===== src/rtl/fp_pkg.sv =====
// Shared types and constants for the single-precision adder datapath.
package fp_pkg;
  localparam int EXP_W  = 8;
  localparam int MANT_W = 23;
  localparam logic [EXP_W-1:0] EXP_MAX = 8'hFF;

  typedef enum logic [1:0] {
    IDLE  = 2'd0,
    NORM  = 2'd1,
    ROUND = 2'd2,
    HOLD  = 2'd3
  } state_t;

  typedef struct packed {
    logic              sign;
    logic [EXP_W-1:0]  exponent;
    logic [MANT_W-1:0] fraction;
  } fp32_t;

  localparam fp32_t FP_QNAN    = '{sign: 1'b0, exponent: EXP_MAX, fraction: 23'h400000};
  localparam fp32_t FP_POS_INF = '{sign: 1'b0, exponent: EXP_MAX, fraction: 23'h000000};
  localparam fp32_t FP_NEG_INF = '{sign: 1'b1, exponent: EXP_MAX, fraction: 23'h000000};

  function automatic fp32_t fp_inf(input logic sign);
    return '{sign: sign, exponent: EXP_MAX, fraction: 23'h000000};
  endfunction
endpackage


===== src/rtl/fp_lzc.sv =====
// Leading-zero counter for the single-cycle normalization path.
// Compiled only when FPNR_FAST_LZC_EN is defined.
`ifdef FPNR_FAST_LZC_EN
module fp_lzc #(
  parameter int W     = 25,
  parameter int CNT_W = 5
) (
  input  logic [W-1:0]     vec_i,
  output logic [CNT_W-1:0] count_o
);
  // Ascending scan: the highest set bit is visited last and wins.
  always_comb begin
    count_o = CNT_W'(W);
    for (int i = 0; i < W; i++) begin
      count_o = vec_i[i] ? CNT_W'(W - 1 - i) : count_o;
    end
  end
endmodule
`endif


===== src/rtl/fp_normalize_round.sv =====
// Normalize, round-to-nearest-even and pack back end of the FP adder.
// Define FPNR_FAST_LZC_EN to normalize in one cycle through fp_lzc.
module fp_normalize_round #(
  parameter int SHIFT_STEP = 1,
  parameter int EXP_W      = 8,
  parameter int MANT_W     = 23
) (
  input  logic                      clk,
  input  logic                      reset,
  input  logic                      in_valid,
  output logic                      in_ready,
  input  logic                      in_sign,
  input  logic [EXP_W-1:0]          in_exponent,
  input  logic [MANT_W+1:0]         in_sum,
  input  logic                      in_guard,
  input  logic                      in_round,
  input  logic                      in_sticky,
  output logic                      out_valid,
  input  logic                      out_ready,
  output logic [EXP_W+MANT_W:0]     out_result,
  output logic                      out_overflow,
  output logic                      out_underflow,
  output logic                      out_inexact
);
  import fp_pkg::*;

  localparam int SUM_W = MANT_W + 2;
  localparam int SHV_W = SUM_W + 2;
  localparam int CNT_W = $clog2(SUM_W + 1);
  localparam int RES_W = EXP_W + MANT_W + 1;

  state_t             state_q, state_d;
  logic [SUM_W-1:0]   mant_q, mant_d;
  logic               g_q, g_d, r_q, r_d, s_q, s_d, sign_q, sign_d;
  logic [EXP_W:0]     exp_q, exp_d;
  logic               out_valid_q, out_valid_d;
  logic [RES_W-1:0]   result_q, result_d;
  logic               ovf_q, ovf_d, unf_q, unf_d, inx_q, inx_d;

  logic [SHV_W-1:0]   shv_s;
  logic [CNT_W-1:0]   lshift_n_s;
  logic               in_zero_s, norm_unf_s, roundup_s, rnd_carry_s;
  logic [SUM_W-1:0]   frac_sum_s;
  logic [EXP_W:0]     exp_rnd_s;

  assign shv_s     = {mant_q, g_q, r_q};
  assign in_zero_s = (in_sum == '0) && !(in_guard | in_round | in_sticky);

`ifdef FPNR_FAST_LZC_EN
  localparam state_t LSHIFT_NEXT = ROUND;

  fp_lzc #(
    .W     (SUM_W),
    .CNT_W (CNT_W)
  ) u_lzc (
    .vec_i   ({mant_q[SUM_W-2:0], g_q}),
    .count_o (lshift_n_s)
  );
`else
  localparam state_t LSHIFT_NEXT = NORM;

  // Distance to the leading one, capped at SHIFT_STEP; bit 23 is already known 0.
  always_comb begin
    lshift_n_s = CNT_W'(SHIFT_STEP);
    for (int i = SHIFT_STEP - 1; i >= 1; i--) begin
      lshift_n_s = shv_s[SHV_W-2-i] ? CNT_W'(i) : lshift_n_s;
    end
  end
`endif

  // An all-zero {mant,g,r} can never normalize, so it flushes like an exponent underflow.
  assign norm_unf_s  = (shv_s == '0) || (exp_q <= (EXP_W+1)'(lshift_n_s));
  assign roundup_s   = g_q & (r_q | s_q | mant_q[0]);
  assign frac_sum_s  = {1'b0, mant_q[SUM_W-2:0]} + SUM_W'(roundup_s);
  assign rnd_carry_s = frac_sum_s[SUM_W-1];
  assign exp_rnd_s   = exp_q + (EXP_W+1)'(rnd_carry_s);

  // State register and working/result registers.
  always_ff @(posedge clk or posedge reset) begin
    if (reset) begin
      state_q     <= IDLE;
      mant_q      <= '0;
      g_q         <= 1'b0;
      r_q         <= 1'b0;
      s_q         <= 1'b0;
      sign_q      <= 1'b0;
      exp_q       <= '0;
      out_valid_q <= 1'b0;
      result_q    <= '0;
      ovf_q       <= 1'b0;
      unf_q       <= 1'b0;
      inx_q       <= 1'b0;
    end else begin
      state_q     <= state_d;
      mant_q      <= mant_d;
      g_q         <= g_d;
      r_q         <= r_d;
      s_q         <= s_d;
      sign_q      <= sign_d;
      exp_q       <= exp_d;
      out_valid_q <= out_valid_d;
      result_q    <= result_d;
      ovf_q       <= ovf_d;
      unf_q       <= unf_d;
      inx_q       <= inx_d;
    end
  end

  // Next-state decision.
  always_comb begin
    state_d = state_q;
    case (state_q)
      IDLE:  state_d = in_valid ? (in_zero_s ? HOLD : NORM) : IDLE;
      NORM: begin
        if (mant_q[SUM_W-1] || mant_q[SUM_W-2]) begin
          state_d = ROUND;
        end else if (norm_unf_s) begin
          state_d = HOLD;
        end else begin
          state_d = LSHIFT_NEXT;
        end
      end
      ROUND: state_d = HOLD;
      HOLD:  state_d = (out_valid_q && out_ready) ? IDLE : HOLD;
      default: state_d = IDLE;
    endcase
  end

  // Datapath updates and result loading.
  always_comb begin
    mant_d      = mant_q;
    g_d         = g_q;
    r_d         = r_q;
    s_d         = s_q;
    sign_d      = sign_q;
    exp_d       = exp_q;
    out_valid_d = out_valid_q;
    result_d    = result_q;
    ovf_d       = ovf_q;
    unf_d       = unf_q;
    inx_d       = inx_q;
    case (state_q)
      IDLE: begin
        if (in_valid) begin
          mant_d = in_sum;
          g_d    = in_guard;
          r_d    = in_round;
          s_d    = in_sticky;
          sign_d = in_sign;
          exp_d  = {1'b0, in_exponent};
          if (in_zero_s) begin
            result_d    = '0;
            ovf_d       = 1'b0;
            unf_d       = 1'b0;
            inx_d       = 1'b0;
            out_valid_d = 1'b1;
          end else begin
            out_valid_d = 1'b0;
          end
        end else begin
          out_valid_d = 1'b0;
        end
      end
      NORM: begin
        if (mant_q[SUM_W-1]) begin
          mant_d = mant_q >> 1;
          g_d    = mant_q[0];
          r_d    = g_q;
          s_d    = s_q | r_q;
          exp_d  = exp_q + {{EXP_W{1'b0}}, 1'b1};
        end else if (mant_q[SUM_W-2]) begin
          mant_d = mant_q;
        end else if (norm_unf_s) begin
          result_d    = {sign_q, {(RES_W-1){1'b0}}};
          ovf_d       = 1'b0;
          unf_d       = 1'b1;
          inx_d       = g_q | r_q | s_q;
          out_valid_d = 1'b1;
        end else begin
          {mant_d, g_d, r_d} = shv_s << lshift_n_s;
          exp_d              = exp_q - (EXP_W+1)'(lshift_n_s);
        end
      end
      ROUND: begin
        exp_d       = exp_rnd_s;
        unf_d       = 1'b0;
        inx_d       = g_q | r_q | s_q;
        out_valid_d = 1'b1;
        if (exp_rnd_s >= {1'b0, {EXP_W{1'b1}}}) begin
          result_d = {sign_q, {EXP_W{1'b1}}, {MANT_W{1'b0}}};
          ovf_d    = 1'b1;
        end else begin
          result_d = {sign_q, exp_rnd_s[EXP_W-1:0],
                      (rnd_carry_s ? {MANT_W{1'b0}} : frac_sum_s[MANT_W-1:0])};
          ovf_d    = 1'b0;
        end
      end
      HOLD: out_valid_d = out_ready ? 1'b0 : 1'b1;
      default: out_valid_d = 1'b0;
    endcase
  end

  // Output drive.
  always_comb begin
    in_ready      = (state_q == IDLE);
    out_valid     = out_valid_q;
    out_result    = result_q;
    out_overflow  = ovf_q;
    out_underflow = unf_q;
    out_inexact   = inx_q;
  end
endmodule


===== config.mk =====
export PLATFORM = sky130hd
export DESIGN_NAME = fp_normalize_round
export DESIGN_NICKNAME = d
export VERILOG_FILES = /design/src/rtl/fp_pkg.sv /design/src/rtl/fp_lzc.sv /design/src/rtl/fp_normalize_round.sv
export SDC_FILE = /design/constraint.sdc
export NUM_CORES = 1
export LEC_CHECK = 0
export CAP_MARGIN = 0
export CORE_MARGIN = 2
export CORE_UTILIZATION = 49
export DETAILED_ROUTE_END_ITERATION = 7
export PLACE_DENSITY = 0.79
export SLEW_MARGIN = 20
export SYNTH_ARGS = -nofsm -noshare
export SYNTH_HDL_FRONTEND = slang
export SYNTH_SLANG_ARGS = --single-unit

===== constraint.sdc =====
create_clock -name clk -period 3.4 [get_ports clk]
set_input_delay 1.02 -clock clk [delete_from_list [all_inputs] [get_ports clk]]
set_output_delay 1.02 -clock clk [all_outputs]
set_load 0.02 [all_outputs]

Yosys cells after proc, flatten, opt, wreduce, memory -nomap -nowiden

Cells that the tools add are included.

Muxes and demuxes: 56
Bitwise logic cells: 7
Equal/unequal tests: 11
Reductions and logical operators: 17
$lt $le $gt $ge: 2
Add/subtract/negate cells: 4

Operators by type and width:

| operator            | number |
|---|---|
| $mux 32             | 5 |
| $pmux 32 s3         | 1 |
| $mux 24             | 3 |
| $pmux 25 s2         | 1 |
| $mux 9              | 4 |
| $mux 31             | 1 |
| $logic_not 27->1    | 1 |
| $pmux 9 s3          | 1 |
| $add 24x1->25       | 1 |
| $logic_not 25->1    | 1 |
| $mux 1              | 25 |
| $mux 25             | 1 |
| $mux 23             | 1 |
| $mux 2              | 5 |
| $ne 2x2->1 const B  | 5 |
| $add 9x1->9         | 1 |
| $add 9x1->9 const B | 1 |
| $ge 9x8->1 const B  | 1 |
| $le 9x1->1 const B  | 1 |
| $pmux 1 s3          | 3 |
| $sub 9x1->9 const B | 1 |
| $pmux 2 s4          | 1 |
| $reduce_and 4->1    | 2 |
| $ne 3x3->1 const B  | 2 |
| 16 further kinds    | 28 |

Flip-flop bits (word level): 76
Logic and storage cells: 110
Output and inout port bits: 37
Input bits: 41

Depth between registers and ports, before layout

Gate-level depths: netlist of run 1.

Depth after elaboration: 8
Gate-level depth with buffers: 15
Gate-level depth less buffers: 14

Least setup slack after synthesis of run 1

OpenSTA, ideal clock, no wires.

Path kind: flip-flop to flip-flop
Start point: reg g_q
End point: reg result_q[11], in the netlist out_result[11]
Data required time: 3.303 ns
Path slack: 0.005 ns
Clock period less this slack: 3.395 ns
Path buffers: 1
Cell stages (with the launch flop): 15
Setup time: 0.097 ns
Arrival time: 3.298 ns
Cells stage by stage: dfrtp_1 -> and2_1 -> ha_1 -> and4_1 -> nor3b_1 -> nand4_1 -> inv_1 -> ha_1 -> ha_1 -> nand3_1 -> nor2_1 -> xnor2_1 -> clkbuf_1 -> nand4_1 -> o31ai_1

Longest elaborated chain between the ends: 6
Elaborated cells between the ends (all ways): 11
Those cells by class: add/sub: 2; order compare: 1; eq/ne: 1; mux: 3; bitwise: 1; reduce/logical: 3

RTL lines:

| what                     | RTL line                  | text |
|---|---|---|
| start: declaration       | fp_normalize_round.sv:34  | `logic g_q, g_d, r_q, r_d, s_q, s_d, sign_q, sign_d;` |
| start signal: assignment | fp_normalize_round.sv:96  | `g_q <= g_d;` |
| $and 1x1->1              | fp_normalize_round.sv:73  | `assign roundup_s = g_q & (r_q \| s_q \| mant_q[0]);` |
| $add 24x1->25            | fp_normalize_round.sv:74  | `assign frac_sum_s = {1'b0, mant_q[SUM_W-2:0]} + SUM_W'(roundup_s);` |
| $add 9x1->9              | fp_normalize_round.sv:76  | `assign exp_rnd_s = exp_q + (EXP_W+1)'(rnd_carry_s);` |
| $ge 9x8->1               | fp_normalize_round.sv:189 | `if (exp_rnd_s >= {1'b0, {EXP_W{1'b1}}}) begin` |
| $mux 31                  | fp_normalize_round.sv:189 |  |
| $pmux 32 s3              | fp_normalize_round.sv:142 | `case (state_q)` |
| end signal: assignment   | fp_normalize_round.sv:102 | `result_q <= result_d;` |
| end: declaration         | fp_normalize_round.sv:37  | `logic [RES_W-1:0] result_q, result_d;` |

Several ways; a longest one is shown, not always the timed one.
A chain may end at the register's enable or synchronous reset.

Worst setup path in the final report of run 1

Start point: in in_sum[3]
End point: reg result_q[30], in the netlist out_result[30]

Longest elaborated chain between the ends: 4

RTL lines:

| what                              | RTL line                 | text |
|---|---|---|
| start: declaration                | fp_normalize_round.sv:14 | `input logic [MANT_W+1:0] in_sum,` |
| $logic_not 25->1                  | fp_normalize_round.sv:47 | `assign in_zero_s = (in_sum == '0) && !(in_guard \| in_round \| in_sticky);` |
| $logic_and 1x1->1                 | fp_normalize_round.sv:47 |  |
| $ne 2x1->1 (no source line)       | -                        |  |
| $reduce_and 6->1 (no source line) | -                        |  |

Every way passes these cells.

==> qor.yml, run 1 <==
placement:
  dp.cells: 732
  postPlaceCellArea_um2: 5860
  place.gp.congestion: 0.916
  numPortBuffers: 77
  dp_hpwl_um: 10400
worst_setup_path:
  end_kind: "flip-flop"
  cp-start-kind: "input pin"
  setup.reg_to_reg.worst_slack_ns: 0.31
  worstSetupPathType: "input pin to flip-flop"
  critical_path_arrival_ns: 3.52
  rr_worst_depth: 13
  rr_endpoint: "out_result[23]$_DFFE_PP0P_"
  crit_path_max_fanout: 31
  r2r-start: "mant_q[17]$_DFFE_PP0P_"
  required_ns: 3.71
drt:
  ant_nets: 0
  drt-total-wl_um: 14100
  avgViaCountPerCell: 6.23
  dr_total_vias: 4661
  route.detailed.drc: 0
  wl_per_cell_um: 18.8
  drtPass1Iterations: 4
  drt_iter0_drc: 389
timing:
  grt_setup_unrepaired: "no"
  drv_slew: 0
  fin_crit_ns: 3.21
  worst_clock_skew_ns: 0.0131
  tightest_slew_ns: 0.815
  relSlewSlack_pct: 45.7
  hold_viol: 0
  finalSetupViolCount: 0
  period_share_pct: 94.3
  fmax_mhz: 312
synthesis:
  ys_ff_latch: 76
  syn_area_um2: 4760
  syn_inst: 535
  yosys_most_used_dff: "dfrtp_1"
  synth_nets: 586
  seq_area_frac_synth_pct: 40.0
  synth_edf_count: 0
  yosys_warnings: 0
  ys_types: 54
  syn_avg_cell_area_um2: 8.90
  async_flop_share_pct: 100
cells_and_area:
  drive_gt1_share_pct: 13.7
  final_util_pct: 65.2
  final_cells: 748
  nNetsFinal: 665
  area_growth_pct: 27.8
  fin_area_um2: 6080
  n_antenna_cell: 0
cts:
  cts.clk_slew.worst_paths_ns: 0.09
  ctsLongestPathBuffers: 2
  cts_tree: "done"
  clock_sinks: 76
  clock_latency_ns: 0.36
  numCtsBuffers: 9
  cts_resized: 0
  cts_max_level: 3
  clock-root-buffer: "clkbuf_8"
  cts_hold_buf: 0
  postCtsSetupBuffers: 0
power:
  ir_drop_v: 0.000474
  p_sw_share_pct: 48.1
  switchingPower_w: 0.00301
  power_frac_clock_pct: 11.8
  internal_power_w: 0.00325
  combPwrFrac_pct: 59.7
  leakage_nw: 2.56
  total_power_w: 0.00626
  p_per_area_nw_per_um2: 1030
  p_seq_share_pct: 28.5
worst_hold_path:
  hold_path.startpoint: "out_result[10]$_DFFE_PP0P_"
  hold_class: "flip-flop to flip-flop"
  hold_end: "out_result[10]$_DFFE_PP0P_"
  hold_depth: 2
floorplanning:
  die_w_um: 103
  die_h_um: 103
  die_area_um2: 10500
  ios: 78
  rows: 35
  start_util_pct: 51.0
  core_um2: 9330
global_route:
  grt_overflow_total: 0
  antenna_found_initial: 0
  grt_pass1_wl_um: 23000
  grt_pass1_vias: 4550
  grt_start_max_net_pins: 41
  track_usage_pct: 28.3
outcome:
  run_status: "finished, final reports clean"
flow_run:
  drv_cap: 0
[critical path: stages]
cell and delay (ns):
clkdlybuf4s50_1 0.42, nor4_1 0.32, buf_4 0.18, nand4_1 0.18, o41ai_4 0.51, o311ai_4 0.23
buf_12 0.23, a211oi_1 0.29, a21o_1 0.12
[sequential cells by signal, indices dropped and copies added, names as in the netlist]
register / flops
out_result: 32
mant_q: 25
exp_q: 9
state_q: 2
g_q: 1
out_inexact: 1
out_overflow: 1
out_underflow: 1
out_valid: 1
r_q: 1
s_q: 1
sign_q: 1
[stage by stage]
stage / hold slack [ns] / TNS, ns / setup slack (ns)
6_report: 0.483 / 0 / 0.193
3_3_place_gp: 0.462 / -0.0462 / -0.0104
5_1_grt: 0.498 / 0 / 0.000278
4_1_cts: 0.488 / 0 / 0.129
3_5_place_dp: 0.463 / -1.25 / -0.146
2_1_floorplan: 0.480 / 0 / 0.00534
[power groups by stage]
stage	registers [W]	clock network [W]	logic [W]
final	0.00179	0.000737	0.00374
after global placement	0.00176	0	0.00356
after detailed placement	0.00179	0	0.00367
after global routing	0.00184	0.000790	0.00407
after CTS	0.00177	0.000745	0.00369
after floorplan	0.00180	0	0.00223
[cell usage in the layout (no fill, tap or decap), drive strengths merged, types with 5 or more instances in the layout]
| master | synthesis | final |
|---|---|---|
| clkdlybuf4s50 | 0 | 77 |
| a32o | 5 | 5 |
| nand3 | 10 | 10 |
| dfrtp | 76 | 76 |
| and3 | 30 | 30 |
| clkbuf | 40 | 9 |
| o41ai | 9 | 9 |
| nor4 | 13 | 13 |
| ha | 10 | 10 |
| o31ai | 14 | 14 |
| nor2 | 48 | 48 |
| a221oi | 24 | 24 |
| nor3 | 5 | 5 |
| buf | 8 | 39 |
| nand4 | 15 | 15 |
| mux2 | 7 | 7 |
| inv | 14 | 18 |
| a21oi | 41 | 41 |
| nor2b | 5 | 5 |
| xor2 | 13 | 13 |
| nand2 | 52 | 52 |
| o21ai | 19 | 19 |
| a21o | 5 | 5 |
| xnor2 | 17 | 17 |
[cells by family (layout without fill, tap and decap cells)]
logic type               count (synthesis)  count (layout)  synth area share [%]
XOR/XNOR                                30              30                  5.52
multiplexers                             9               9                  2.08
AO/OA/AOI/OAI                          152             152                  24.1
adder cells (fa/ha/maj)                 10              10                  2.63
AND/OR/NAND/NOR                        195             195                  20.5
buffers and inverters                   63             147                  5.23
flip-flops                              76              76                  40.0
[routing by layer]
layer	GRT usage, %	vias up	wire length [µm]
met1	40.8	2290	6260
met3	4.68	21	1050
li1	-	2136	-
met2	43.7	214	6570
met4	9.13	0	209
met5	0	-	0
[how the worst max path moves through the flow]
stage / from / to / depth (start not counted)
2_1_floorplan: g_q$_DFFE_PP0P_ / out_result[11]$_DFFE_PP0P_ / 14
4_1_cts: mant_q[0]$_DFFE_PP0P_ / out_result[20]$_DFFE_PP0P_ / 14
3_5_place_dp: in_sum[3] / out_result[30]$_DFFE_PP0P_ / 9
3_3_place_gp: in_sum[3] / out_result[2]$_DFFE_PP0P_ / 8
5_1_grt: mant_q[0]$_DFFE_PP0P_ / out_result[4]$_DFFE_PP0P_ / 14
6_report: in_sum[3] / out_result[30]$_DFFE_PP0P_ / 9
[final cells by class]
| class | count | area [µm²] |
|---|---|---|
| Fill cell | 784 | 3250 |
| Timing Repair Buffer | 116 | 1110 |
| Sequential cell | 76 | 1900 |
| Multi-Input combinational cell | 396 | 2640 |
| Tap cell | 129 | 161 |
| Clock buffer | 9 | 124 |
| Clock inverter | 7 | 82.6 |
| Inverter | 15 | 56.3 |
[synthesized netlist by cell type, types with 4 or more instances]
| cell type | count | share of area (%) |
|---|---|---|
| a211oi_1 | 4 | 0.63 |
| a21o_1 | 5 | 0.79 |
| a21oi_1 | 41 | 4.3 |
| a221oi_1 | 24 | 4.4 |
| a32o_1 | 5 | 1.1 |
| and3_1 | 30 | 3.9 |
| buf_2 | 7 | 0.74 |
| clkbuf_1 | 40 | 3.2 |
| dfrtp_1 | 76 | 40 |
| ha_1 | 10 | 2.6 |
| inv_1 | 14 | 1.1 |
| mux2_2 | 7 | 1.7 |
| nand2_1 | 52 | 4.1 |
| nand3_1 | 10 | 1.1 |
| nand4_1 | 15 | 2.0 |
| nor2_1 | 48 | 3.8 |
| nor2b_1 | 5 | 0.66 |
| nor3_1 | 4 | 0.42 |
| nor4_1 | 13 | 1.7 |
| o21ai_0 | 19 | 2.0 |
| o22ai_1 | 4 | 0.53 |
| o31ai_1 | 14 | 2.2 |
| o41ai_2 | 8 | 2.7 |
| xnor2_1 | 17 | 3.1 |
| xor2_1 | 13 | 2.4 |
No activity file was read; power rests on OpenSTA's default activity.
==> run 2, diff against run 1 <==
--- a/config.mk
+++ b/config.mk
@@ -6,6 +6,7 @@
 export NUM_CORES = 1
 export LEC_CHECK = 0
 export CAP_MARGIN = 0
+export CORE_ASPECT_RATIO = 0.5
 export CORE_MARGIN = 2
 export CORE_UTILIZATION = 49
 export DETAILED_ROUTE_END_ITERATION = 7
==> run 2 against run 1 <==
  * Die area is 0.46% higher
  * Critical path depth is 5 higher
  * Register-to-register slack worse by 0.06 ns
  * Via count is 1.9% lower
  * Utilization is 0.12 points higher
  * Worst hold slack worse by 0.0037 ns
  * Cell count is 0.80% higher
  * Largest power group unchanged
  * Highest routed layer unchanged
==> qor.yml, run 2 (same netlist as run 1, synthesis figures left out) <==
outcome:
  run_status: "finished, final reports clean"
worst_setup_path:
  worstSetupPathType: "flip-flop to flip-flop"
  required_ns: 3.64
  cp_common_cell: "ha_2"
  cp-start-kind: "flip-flop"
  end_kind: "flip-flop"
  slowest_delay_ns: 0.36
  crit_path_max_fanout: 10
  cp_num_buf_inv: 2
  slowest_stage: "dfrtp_1"
  critical_path_arrival_ns: 3.39
  path_cells: "and2_1 -> ha_2 -> and4_1 -> nor3b_2 -> nand4_1 -> inv_1 -> ha_1 -> ha_2 -> nand3_1 -> nor2_2 -> xnor2_2 -> nand2_1 -> buf_4 -> o41ai_2"
  cp_top_family: "simple AND/OR/NAND/NOR gates"
cts:
  clock-root-buffer: "clkbuf_16"
  cts.clk_slew.worst_paths_ns: 0.06
  clock_latency_ns: 0.34
  ctsLongestPathBuffers: 2
  postCtsSetupBuffers: 0
  numCtsBuffers: 9
  cts_tree: "done"
  clock_sinks: 76
  cts_max_level: 3
cells_and_area:
  final_cell_mix: "clkdlybuf4s50_1, dfrtp_1, nand2_1, nor2_1, a21oi_1"
  nNetsFinal: 665
  final_util_pct: 65.3
  area_growth_pct: 29.7
  drive_gt1_share_pct: 13.7
  layout_commonest_cell: "clkdlybuf4s50_1"
  n_antenna_cell: 0
  largest_reg_flops: 32
global_route:
  grt_pass1_vias: 4393
  grt_overflow_total: 0
  antenna_found_initial: 0
  track_usage_pct: 27.1
  grt_pass1_wl_um: 22200
  grt_start_max_net_pins: 77
power:
  total_power_w: 0.00637
  leakage_nw: 2.59
  p_seq_share_pct: 27.6
  ir_drop_v: 0.000411
  p_per_area_nw_per_um2: 1030
  combPwrFrac_pct: 58.0
  p_sw_share_pct: 46.1
  switchingPower_w: 0.00294
  power_frac_clock_pct: 14.4
  internal_power_w: 0.00343
timing:
  setup_ws_ns: 0.246
  fin_crit_ns: 3.15
  drv_slew: 0
  hold_slack_ns: 0.479
  hold_viol: 0
  relSlewSlack_pct: 54.6
  worst_clock_skew_ns: 0.00732
  fmax_mhz: 317
  grt_setup_unrepaired: "no"
  tightest_slew_ns: 0.679
  finalSetupViolCount: 0
  period_share_pct: 92.8
drt:
  route.detailed.drc: 0
  dr_total_vias: 4572
  wl_per_cell_um: 18.0
  drt-total-wl_um: 13600
  ant_nets: 0
  avgViaCountPerCell: 6.06
  drt_iter0_drc: 487
  drtPass1Iterations: 4
placement:
  dp_hpwl_um: 9550
  place.gp.congestion: 0.914
  numPortBuffers: 77
  dpl_worst_slack_ns: -0.0562
floorplanning:
  rows: 25
  core_um2: 9450
  start_util_pct: 50.4
  die_h_um: 73.7
  die_area_um2: 10600
  die_w_um: 143
  ios: 78
worst_hold_path:
  hold_class: "flip-flop to flip-flop"
flow_run:
  drv_cap: 0
run 2: cell count changes in the layout (fill, tap and decap cells not counted), moves of 2 or more:
cell / delta
clkbuf_16: +9
inv_6: -3
clkbuf_8: -8
clkinv_4: +2
run 2: cell type report:
class                      instances  area, µm²
timing repair buffer             116       1110
inverter                          15       56.3
clock inverter                     5       37.5
multi-input combinational        396       2650
fill                             790       3280
sequential                        76       1900
tap                              135        169
clock buffer                      11        243
run 2: repair_timing:
action / 4_1_cts / 5_1_grt
hold buffers: 0 / 0
resized for setup: 0 / 5
endpoints found under the setup margin: 0 / 31
run 2: tightest hold or removal path: stages, from the launching register on:
cell and delay (ns):
dfrtp_1 0.34, nand2_1 0.05, o31ai_1 0.05
run 2: through the flow:
stage | cells | instance area, µm² | TNS (ns)
2_1_floorplan | 535 | 4760 | 0
3_3_place_gp | 738 | 5870 | 0
3_5_place_dp | 738 | 5870 | -0.212
4_1_cts | 754 | 6150 | 0
5_1_grt | 754 | 6170 | 0
6_report | 754 | 6170 | 0
run 2: power by group through the flow:
stage	logic, W	registers (W)	clock network, W
after floorplan	0.00223	0.00180	0
after global placement	0.00358	0.00175	0
after detailed placement	0.00365	0.00176	0
after CTS	0.00367	0.00175	0.000915
after global routing	0.00404	0.00181	0.000965
final	0.00370	0.00176	0.000916
run 2: path summary, 6_finish.rpt:
path,start,end,slack (ns),depth (start not counted)
max in group asynchronous,reset,mant_q[8]$_DFFE_PP0P_,1.95,3
hold / removal,out_result[13]$_DFFE_PP0P_,out_result[13]$_DFFE_PP0P_,0.48,2
min in group asynchronous,reset,out_result[29]$_DFFE_PP0P_,1.06,3
setup / recovery,mant_q[0]$_DFFE_PP0P_,out_result[15]$_DFFE_PP0P_,0.25,14
setup reg to reg,mant_q[0]$_DFFE_PP0P_,out_result[15]$_DFFE_PP0P_,0.25,14
hold reg to reg,out_result[13]$_DFFE_PP0P_,out_result[13]$_DFFE_PP0P_,0.48,2
run 2: metal layers:
layer | global-route usage [%] | up-vias | share of wire [%]
met4 | 6.32 | 0 | 1.4
li1 | - | 2148 | -
met1 | 37.2 | 2237 | 45
met2 | 45.0 | 164 | 47
met3 | 5.22 | 23 | 5.8
met5 | 0 | - | 0
